===== config.mk =====
export PLATFORM = sky130hd
export DESIGN_NAME = store_port_arbiter
export DESIGN_NICKNAME = d
export VERILOG_FILES = /design/src/rtl/store_port_arbiter_pkg.sv /design/src/rtl/sp_tag_alloc.sv /design/src/rtl/store_port_arbiter.sv
export SDC_FILE = /design/constraint.sdc
export NUM_CORES = 1
export LEC_CHECK = 0
export ABC_CLOCK_PERIOD_IN_PS = 4800
export CORE_MARGIN = 2
export CORE_UTILIZATION = 41
export DETAILED_ROUTE_END_ITERATION = 10
export PLACE_DENSITY = 0.85
export SLEW_MARGIN = 20
export SYNTH_ARGS = -nofsm -noshare
export SYNTH_HDL_FRONTEND = slang
export SYNTH_HIERARCHICAL = 1
export SYNTH_SLANG_ARGS = --single-unit

===== constraint.sdc =====
create_clock -name clk -period 4.8 [get_ports clk]
set_clock_uncertainty 0.2 [all_clocks]
set_input_delay 0.96 -clock clk [delete_from_list [all_inputs] [get_ports clk]]
set_output_delay 0.96 -clock clk [all_outputs]
set_load 0.02 [all_outputs]

===== src/rtl/store_port_arbiter_pkg.sv =====
`default_nettype none
// ============================================================================
// Module      : store_port_arbiter_pkg
// Description : Shared types for the store-port arbiter (request, tag, FSM).
// Revision    : 1.0  initial release
// ============================================================================
package store_port_arbiter_pkg;

    localparam int c_NUM_TAGS = 4;
    localparam int c_ID_W     = 6;

    typedef logic [c_ID_W-1:0]              StID_t;
    typedef logic [$clog2(c_NUM_TAGS)-1:0]  StTag_t;

    typedef struct packed {
        logic [31:0] addr;
        logic [31:0] data;
        logic [3:0]  wmask;
    } SP_Req;

    typedef enum logic [1:0] {
        RUN       = 2'd0,
        DRAIN     = 2'd1,
        MMIO_WAIT = 2'd2
    } SPState;

endpackage
`default_nettype wire


===== src/rtl/sp_tag_alloc.sv =====
`default_nettype none
// ============================================================================
// Module      : sp_tag_alloc
// Description : Write-tag busy bitmap with lowest-free allocation and popcount.
// Revision    : 1.0  initial release
// ============================================================================
module sp_tag_alloc #(
    parameter  int NUM_TAGS = 4,
    localparam int c_TAG_W  = $clog2(NUM_TAGS)
) (
    input  logic               clk,
    input  logic               rst,
    input  logic               i_alloc,
    input  logic               i_free,
    input  logic [c_TAG_W-1:0] i_freeTag,
    output logic [NUM_TAGS-1:0] o_busy,
    output logic [c_TAG_W-1:0] o_allocTag,
    output logic               o_anyFree,
    output logic [c_TAG_W:0]   o_count,
    output logic               o_emptyNext
);

    logic [NUM_TAGS-1:0] r_busy;
    logic [NUM_TAGS-1:0] w_busyNext;
    logic [c_TAG_W-1:0]  w_allocTag;
    logic [c_TAG_W:0]    w_count;

    // Allocation looks only at the registered bitmap, so a tag freed this
    // cycle cannot be handed out again until the next one.
    always_comb begin
        w_allocTag = '0;
        for (int i = NUM_TAGS - 1; i >= 0; i--) begin
            if (!r_busy[i]) w_allocTag = i[c_TAG_W-1:0];
        end
    end

    always_comb begin
        w_count = '0;
        for (int i = 0; i < NUM_TAGS; i++) begin
            w_count = w_count + (c_TAG_W+1)'(r_busy[i]);
        end
    end

    always_comb begin
        w_busyNext = r_busy;
        if (i_free)  w_busyNext[i_freeTag]  = 1'b0;
        if (i_alloc) w_busyNext[w_allocTag] = 1'b1;
    end

    always_ff @(posedge clk) begin
        if (rst) r_busy <= '0;
        else     r_busy <= w_busyNext;
    end

    assign o_busy      = r_busy;
    assign o_allocTag  = w_allocTag;
    assign o_anyFree   = ~&r_busy;
    assign o_count     = w_count;
    assign o_emptyNext = ~|w_busyNext;

endmodule
`default_nettype wire


===== src/rtl/store_port_arbiter.sv =====
`default_nettype none
// ============================================================================
// Module      : store_port_arbiter
// Description : Shares the cache/MMIO write port between store queue and aux
//               writer, tracks tags, returns acks and serialises MMIO stores.
// Revision    : 1.0  initial release
// ============================================================================
module store_port_arbiter
    import store_port_arbiter_pkg::*;
#(
    parameter  int NUM_TAGS = c_NUM_TAGS,
    parameter  int ID_W     = c_ID_W,
    localparam int c_TAG_W  = $clog2(NUM_TAGS)
) (
    input  logic               clk,
    input  logic               rst,
    input  logic               IN_sqValid,
    input  logic [ID_W-1:0]    IN_sqId,
    input  logic [31:0]        IN_sqAddr,
    input  logic [31:0]        IN_sqData,
    input  logic [3:0]         IN_sqWmask,
    input  logic               IN_sqIsMMIO,
    output logic               OUT_stallSq,
    input  logic               IN_auxValid,
    input  logic [31:0]        IN_auxAddr,
    input  logic [31:0]        IN_auxData,
    input  logic [3:0]         IN_auxWmask,
    output logic               OUT_auxReady,
    output logic               OUT_wrValid,
    output logic [31:0]        OUT_wrAddr,
    output logic [31:0]        OUT_wrData,
    output logic [3:0]         OUT_wrWmask,
    output logic [c_TAG_W-1:0] OUT_wrTag,
    input  logic               IN_wrReady,
    input  logic               IN_wrDone,
    input  logic [c_TAG_W-1:0] IN_wrDoneTag,
    input  logic               IN_wrErr,
    output logic               OUT_stAckValid,
    output logic [ID_W-1:0]    OUT_stAckId,
    output logic               OUT_auxDone,
    output logic               OUT_busErr,
    output logic               OUT_idle
);

    SPState               r_state;
    SPState               w_stateNext;
    logic                 r_lastGrantAux;
    logic [c_TAG_W-1:0]   r_mmioTag;

    logic                 r_wrValid;
    SP_Req                r_wrReq;
    logic [c_TAG_W-1:0]   r_wrTag;

    logic                 r_tagIsSq [NUM_TAGS];
    logic [ID_W-1:0]      r_tagId   [NUM_TAGS];

    logic                 r_stAckValid;
    logic [ID_W-1:0]      r_stAckId;
    logic                 r_auxDone;
    logic                 r_busErr;
    logic                 r_idle;

    logic [NUM_TAGS-1:0]  w_busy;
    logic [c_TAG_W-1:0]   w_allocTag;
    logic                 w_anyFree;
    logic [c_TAG_W:0]     w_count;
    logic                 w_emptyNext;

    logic                 w_slotFree;
    logic                 w_outZero;
    logic                 w_doneValid;
    logic                 w_sqElig;
    logic                 w_grantSq;
    logic                 w_grantAux;
    logic                 w_grant;
    SP_Req                w_req;

    assign w_slotFree  = !r_wrValid || IN_wrReady;
    assign w_outZero   = (w_count == '0);
    assign w_doneValid = IN_wrDone && w_busy[IN_wrDoneTag];
    assign w_grant     = w_grantSq || w_grantAux;

    sp_tag_alloc #(
        .NUM_TAGS (NUM_TAGS)
    ) u_tag_alloc (
        .clk         (clk),
        .rst         (rst),
        .i_alloc     (w_grant),
        .i_free      (w_doneValid),
        .i_freeTag   (IN_wrDoneTag),
        .o_busy      (w_busy),
        .o_allocTag  (w_allocTag),
        .o_anyFree   (w_anyFree),
        .o_count     (w_count),
        .o_emptyNext (w_emptyNext)
    );

    // Arbitration and MMIO-ordering FSM. An MMIO store may only leave while
    // the write port is completely empty, and nothing follows it until done.
    always_comb begin
        w_stateNext = r_state;
        w_sqElig    = 1'b0;
        w_grantSq   = 1'b0;
        w_grantAux  = 1'b0;
        if (!rst) begin
            case (r_state)
                RUN: begin
                    w_sqElig = IN_sqValid && (!IN_sqIsMMIO || w_outZero);
                    if (w_slotFree && w_anyFree) begin
                        if (w_sqElig && IN_auxValid) begin
                            w_grantAux = !r_lastGrantAux;
                            w_grantSq  = r_lastGrantAux;
                        end else begin
                            w_grantSq  = w_sqElig;
                            w_grantAux = IN_auxValid;
                        end
                    end
                    if (IN_sqValid && IN_sqIsMMIO) begin
                        if (!w_outZero)     w_stateNext = DRAIN;
                        else if (w_grantSq) w_stateNext = MMIO_WAIT;
                    end
                end
                DRAIN: begin
                    if (IN_sqValid && w_outZero && w_slotFree) begin
                        w_grantSq   = 1'b1;
                        w_stateNext = MMIO_WAIT;
                    end
                end
                MMIO_WAIT: begin
                    if (w_doneValid && IN_wrDoneTag == r_mmioTag) w_stateNext = RUN;
                end
                default: w_stateNext = RUN;
            endcase
        end
    end

    always_comb begin
        w_req = '{addr: IN_sqAddr, data: IN_sqData, wmask: IN_sqWmask};
        if (w_grantAux) w_req = '{addr: IN_auxAddr, data: IN_auxData, wmask: IN_auxWmask};
    end

    always_ff @(posedge clk) begin
        if (rst) begin
            r_state        <= RUN;
            r_lastGrantAux <= 1'b0;
            r_mmioTag      <= '0;
        end else begin
            r_state <= w_stateNext;
            if (w_grant) r_lastGrantAux <= w_grantAux;
            if (w_grantSq && w_stateNext == MMIO_WAIT) r_mmioTag <= w_allocTag;
        end
    end

    always_ff @(posedge clk) begin
        if (rst) begin
            r_wrValid <= 1'b0;
            r_wrReq   <= '0;
            r_wrTag   <= '0;
        end else if (w_grant) begin
            r_wrValid <= 1'b1;
            r_wrReq   <= w_req;
            r_wrTag   <= w_allocTag;
        end else if (IN_wrReady) begin
            r_wrValid <= 1'b0;
        end
    end

    // Owner/id entries are only meaningful while the matching busy bit is set.
    always_ff @(posedge clk) begin
        if (w_grant) begin
            r_tagIsSq[w_allocTag] <= w_grantSq;
            r_tagId[w_allocTag]   <= IN_sqId;
        end
    end

    always_ff @(posedge clk) begin
        if (rst) begin
            r_stAckValid <= 1'b0;
            r_stAckId    <= '0;
            r_auxDone    <= 1'b0;
            r_busErr     <= 1'b0;
            r_idle       <= 1'b1;
        end else begin
            r_stAckValid <= w_doneValid && r_tagIsSq[IN_wrDoneTag];
            r_auxDone    <= w_doneValid && !r_tagIsSq[IN_wrDoneTag];
            r_busErr     <= w_doneValid && IN_wrErr;
            if (w_doneValid) r_stAckId <= r_tagId[IN_wrDoneTag];
            r_idle       <= w_emptyNext && (w_stateNext == RUN);
        end
    end

    assign OUT_stallSq    = !w_grantSq;
    assign OUT_auxReady   = w_grantAux;
    assign OUT_wrValid    = r_wrValid;
    assign OUT_wrAddr     = r_wrReq.addr;
    assign OUT_wrData     = r_wrReq.data;
    assign OUT_wrWmask    = r_wrReq.wmask;
    assign OUT_wrTag      = r_wrTag;
    assign OUT_stAckValid = r_stAckValid;
    assign OUT_stAckId    = r_stAckId;
    assign OUT_auxDone    = r_auxDone;
    assign OUT_busErr     = r_busErr;
    assign OUT_idle       = r_idle;

endmodule
`default_nettype wire


---- Word-level counts from Yosys, hierarchy flattened ----
Memory sizes are Yosys's and may differ from the RTL's. A register that Yosys moved wholly into a read port is not among the register bits.
Cells that the tools add are included.
storage, ports and cells
  register bits ........................... 84
  bits in writable memories ............... 28
  input port bits ......................... 152
  memories kept ........................... 2
memory list
  memory     depth  bits a word  rd ports  clocked after memory_dff  wr ports  RTL line                  source
  r_tagId    4      6            1         1                         1         store_port_arbiter.sv:55  logic [ID_W-1:0] r_tagId [NUM_TAGS];
  r_tagIsSq  4      1            1         0                         1         store_port_arbiter.sv:54  logic r_tagIsSq [NUM_TAGS];
cells by class
  add/subtract/negate cells ............... 3
  order comparisons ....................... 4
  equal/unequal tests ..................... 4
  mux-type cells .......................... 35
  bitwise operators ....................... 3
  reductions and logical operators ........ 31
operators with widths
  cell                                                  number
  2-to-1 mux 68 bit                                     1
  2-to-1 mux 2 bit                                      10
  2-to-1 mux 1 bit                                      17
  logical AND 1 bit                                     15
  2-to-1 mux 4 bit                                      2
  logical NOT 1 bit                                     7
  adder 3 x 1 -> 3 bit                                  2
  < comparator 2 x 3 -> 1 bit (second input constant)   2
  case mux 2 bit (3 select lines)                       1
  bitwise AND 4 bit                                     1
  demux 1 bit (select 2 bit)                            2
  equality test 2 bit (second input constant)           2
  >= comparator 2 x 1 -> 1 bit (second input constant)  2
  logical NOT 2 bit                                     2
  NOT 4 bit                                             1
  bitwise OR 4 bit                                      1
  AND reduction 4 bit                                   1
  OR reduction 4 bit                                    1
  logical NOT 3 bit                                     1
  logical OR 1 bit                                      3
  adder 1 x 1 -> 2 bit                                  1
  binary-select mux 1 bit (select 2 bit)                1
  equality test 2 x 1 -> 1 bit (second input constant)  1
  equality test 2 bit                                   1
  other kinds (2)                                       2

---- Longest topological paths before layout ----
  depth after elaboration ................. 18
  gate-level depth with buffers ........... 15

---- Hierarchy ----
The synthesis kept the hierarchy.
by module, submodules not included
  module              instances  cells an instance  area an instance (µm²)
  store_port_arbiter  1          505                4750.8
  sp_tag_alloc        1          38                 319.1

---- Worst setup path after synthesis ----
No wires, ideal clock.
  path kind ............................... register -> output
  from .................................... register u_tag_alloc.r_busy[0] (netlist: u_tag_alloc/o_busy[0])
  to ...................................... output port OUT_auxReady
  arrival ................................. 2.457 ns
  required time ........................... 3.640 ns
  path slack .............................. 1.183 ns
  stages on the path, launching flop included .. 11
  buffers on the path ..................... 1
  path through ............................ dfxtp_1 -> inv_1 -> fa_1 -> inv_1 -> ha_1 -> ha_1 -> or3_4 -> a21o_1 -> nand4_2 -> buf_4 -> inv_2
on the way
  cells in the longest elaborated chain, start to end .. 11
  elaborated cells between the ends (all ways) .. 14
  classes of those cells .................. add/sub: 3; mux: 4; reduce/logical: 7
ends and longest elaborated chain
  what                                RTL line                   source
  start: declaration                  sp_tag_alloc.sv:23         logic [NUM_TAGS-1:0] r_busy;
  start signal: assignment            sp_tag_alloc.sv:52         else r_busy <= w_busyNext;
  adder 1 x 1 -> 2 bit                sp_tag_alloc.sv:40         w_count = w_count + (c_TAG_W+1)'(r_busy[i]);
  adder 3 x 1 -> 3 bit (2 in series)  sp_tag_alloc.sv:40
  net w_count[1]                      store_port_arbiter.sv:66   logic [c_TAG_W:0] w_count;
  logical NOT 3 bit                   store_port_arbiter.sv:79   assign w_outZero = (w_count == '0);
  logical OR 1 bit                    store_port_arbiter.sv:108  w_sqElig = IN_sqValid && (!IN_sqIsMMIO || w_outZero);
  logical AND 1 bit                   store_port_arbiter.sv:108
  logical AND 1 bit                   store_port_arbiter.sv:110  if (w_sqElig && IN_auxValid) begin
  2-to-1 mux 1 bit                    store_port_arbiter.sv:110
  2-to-1 mux 1 bit                    store_port_arbiter.sv:109  if (w_slotFree && w_anyFree) begin
  2-to-1 mux 1 bit                    store_port_arbiter.sv:106  case (r_state)
  2-to-1 mux 1 bit                    store_port_arbiter.sv:105  if (!rst) begin
  end: declaration                    store_port_arbiter.sv:28   output logic OUT_auxReady,
The timed path passes the listed nets, and every way through them passes these cells.

---- Worst setup path after layout ----
Same ends and word-level chain as after synthesis.

==> impl_metrics.tcl <==
set metrics [dict create \
    outcome "finished clean" \
    finalNonFillerCells 946 \
    clock-sinks 118 \
    worstPathArrival_ps 3390 \
    crit_buf_inv 4 \
    cp_max_fo 8 \
    path_clk_slew_ps 50 \
    start_kind "flip-flop" \
    routed_wirelength_um 16400 \
    clockBufferDepth 2 \
    met3_usage_pct 7.01 \
    grtUsageMet2_pct 41.9 \
    r2r_start "u_tag_alloc/o_busy[0]" \
    crit_slowest_cell "fa_1" \
    p_per_area_nw_per_um2 367 \
    vias_per_cell 5.34 \
    worstSetupEndpointType "output pin" \
    port-buffer-count 234 \
    required_ps 3640 \
    min_from "OUT_wrTag[0]" \
    area_delta_synth_final_pct 59.1 \
    setup_viol_count_final 0 \
    htree_levels 4 \
    grt_max_degree 100 \
    synthArstFlopShare_pct 0 \
    grt_usage_pct 24.2 \
    layout_common_cells "clkdlybuf4s50_1, nand2_1, dfxtp_1, nor2_1, a311oi_1" \
    antenna_found_initial 0 \
    gp_congestion 0.787 \
    nFillCells 963 \
    power_leakage_uw 0.00295 \
    die_w_um 115 \
    ir_worst_vdd_mv 0.189 \
    path_class "flip-flop to output pin" \
    synth-seq-cells 118 \
    rrSetupSlack_ps 360 \
    slowest_delay_ps 550 \
    cts_resized 0 \
    hold_path_class "flip-flop to flip-flop" \
    cts_root_buf "clkbuf_16" \
    use_met1_pct 27.7 \
    syn_avg_cell_area_um2 9.34 \
    placeableCoreArea_um2 12100 \
    rsz0062_at_grt "false" \
    dp_cells 914 \
    fmax_ghz 0.220 \
    cts_tree "done" \
    dp_slack_ps 411 \
    yosys_warnings 6 \
    ys_types 45 \
    diodes 0 \
    grt_pass1_vias 4946 \
    dpl.hpwl_um 11400 \
    drive_gt1_share_pct 7.58 \
    finalSetupTns_ps 0 \
    synth_ff_type "dfxtp_1" \
    min_to "OUT_wrTag[0]" \
    ctsHoldBuffers 0 \
    ys_seq_area_share_pct 52.1 \
    post-route-util_pct 66.9 \
    synth_area_um2 5070 \
    min_period_ps 4550 \
    syn-num-nets 699 \
    final_common_cell "clkdlybuf4s50_1" \
    drv_slew 0 \
    pin_count 235 \
    drtIter0Drc 414 \
    grt-busiest-layer "met2" \
    critPathTopFamily "adder cells" \
    drcViolationCount 0 \
    fp.dieH_um 115 \
    dieArea_um2 13300 \
    drt_pass1_iterations 5 \
    crit_chain "inv_1 -> fa_1 -> inv_1 -> ha_1 -> ha_1 -> or3_4 -> a21o_1 -> nand4_4 -> inv_2 -> clkdlybuf4s50_1" \
    r2r_cells 12 \
    detail_route.wl_per_cell_um 17.3 \
    hold_viol_final 0 \
    worstMarginPinSlew_ps 972 \
    fin_crit_sh_pct 94.7 \
    cts_setup_buffers 0 \
    route.vias.total 5051 \
    whs_path_depth 2 \
    synth_edf_count 28 \
    initial_utilization_pct 42.0 \
    cts_buffers 17 \
    ant_nets 0 \
    grt-ovfl-total 0 \
    fin_nets 921 \
    row_count 40 \
    synthCells 543 \
    maxSlewHeadroom_pct 35.2 \
    cap_violations 0 \
    clock_latency_ps 410 \
    r2r_end "OUT_wrData[28]" \
    setup_slack_ps 253 \
    holdWs_ps 272 \
    grt_pass1_wl_um 24800 \
]
[worst max path at each step]
stage / from / end / depth (start not counted)
finish: u_tag_alloc/o_busy[0] / OUT_auxReady / 10
global route: u_tag_alloc/o_busy[0] / OUT_auxReady / 10
CTS: u_tag_alloc/o_busy[0] / OUT_auxReady / 10
detailed placement: u_tag_alloc/o_busy[0] / OUT_wrData[29] / 12
global placement: u_tag_alloc/o_busy[0] / OUT_wrData[8] / 12
floorplan: u_tag_alloc/o_busy[0] / OUT_auxReady / 10
[where the power goes]
group / internal [µW] / switching, µW / total, µW
registers: 1090 / 40.5 / 1130
logic: 288 / 276 / 564
clock network: 825 / 435 / 1260
[logic make-up after synthesis]
kind of cell / synth area share (%)
xor gates and xnor gates: 0.346
and+or+nand+nor: 20.4
AOI/OAI and AO/OA: 15.4
buffers and inverters: 5.48
adders and majority gates: 1.14
muxes: 5.13
DFF: 52.1
[stage by stage]
| stage | power, µW | cell area [µm²] |
|---|---|---|
| detailed placement | 1710 | 7480 |
| global route | 3070 | 8070 |
| finish | 2960 | 8070 |
| global placement | 1690 | 7480 |
| floorplan | 1410 | 5070 |
| CTS | 2970 | 8070 |
[Yosys cell counts (6+ instances only)]
| cell | instances | area share, % |
|---|---|---|
| nor2_1 | 83 | 6.1 |
| buf_4 | 8 | 1.2 |
| a311oi_1 | 69 | 12 |
| inv_1 | 7 | 0.52 |
| mux2i_1 | 8 | 1.6 |
| mux4_2 | 8 | 3.6 |
| edfxtp_1 | 28 | 17 |
| nand3_1 | 6 | 0.59 |
| nand2_1 | 139 | 10 |
| a21oi_1 | 10 | 0.99 |
| dfxtp_1 | 90 | 36 |
| clkbuf_1 | 16 | 1.2 |
| buf_2 | 15 | 1.5 |
[per-layer routing]
layer / routed length (µm) / up-vias
li1: - / 2386
met1: 6390 / 2389
met2: 8350 / 238
met3: 1180 / 38
met4: 466 / 0
met5: 0 / -
[state kept, by name, summed over array words and instances (netlist names)]
name	cells
OUT_wrAddr	32
OUT_wrData	32
r_tagId	24
OUT_stAckId	6
OUT_wrWmask	4
r_tagIsSq	4
u_tag_alloc/o_busy	4
OUT_wrTag	2
r_mmioTag	2
r_state	2
OUT_auxDone	1
OUT_busErr	1
OUT_idle	1
OUT_stAckValid	1
OUT_wrValid	1
r_lastGrantAux	1
[final cells by class]
cell class	instances	area, µm²	share of cell area, %
Multi-Input combinational cell	372	2160	26.8
Sequential cell	118	2640	32.8
Tap cell	168	210	2.61
Clock buffer	22	454	5.63
Timing Repair Buffer	246	2430	30.1
Clock inverter	10	131	1.63
Inverter	10	37.5	0.465
[worst reg2reg max path, cell delays in order, from the launching register on]
cell and delay [ps]:
dfxtp_1 440, inv_1 160, fa_1 550, inv_1 50, ha_1 190, ha_1 270
or3_4 410, a21o_1 220, nand4_4 110, buf_4 390, buf_4 830, nor2_1 160
a311oi_1 360
(Power assumes the default switching activity.)
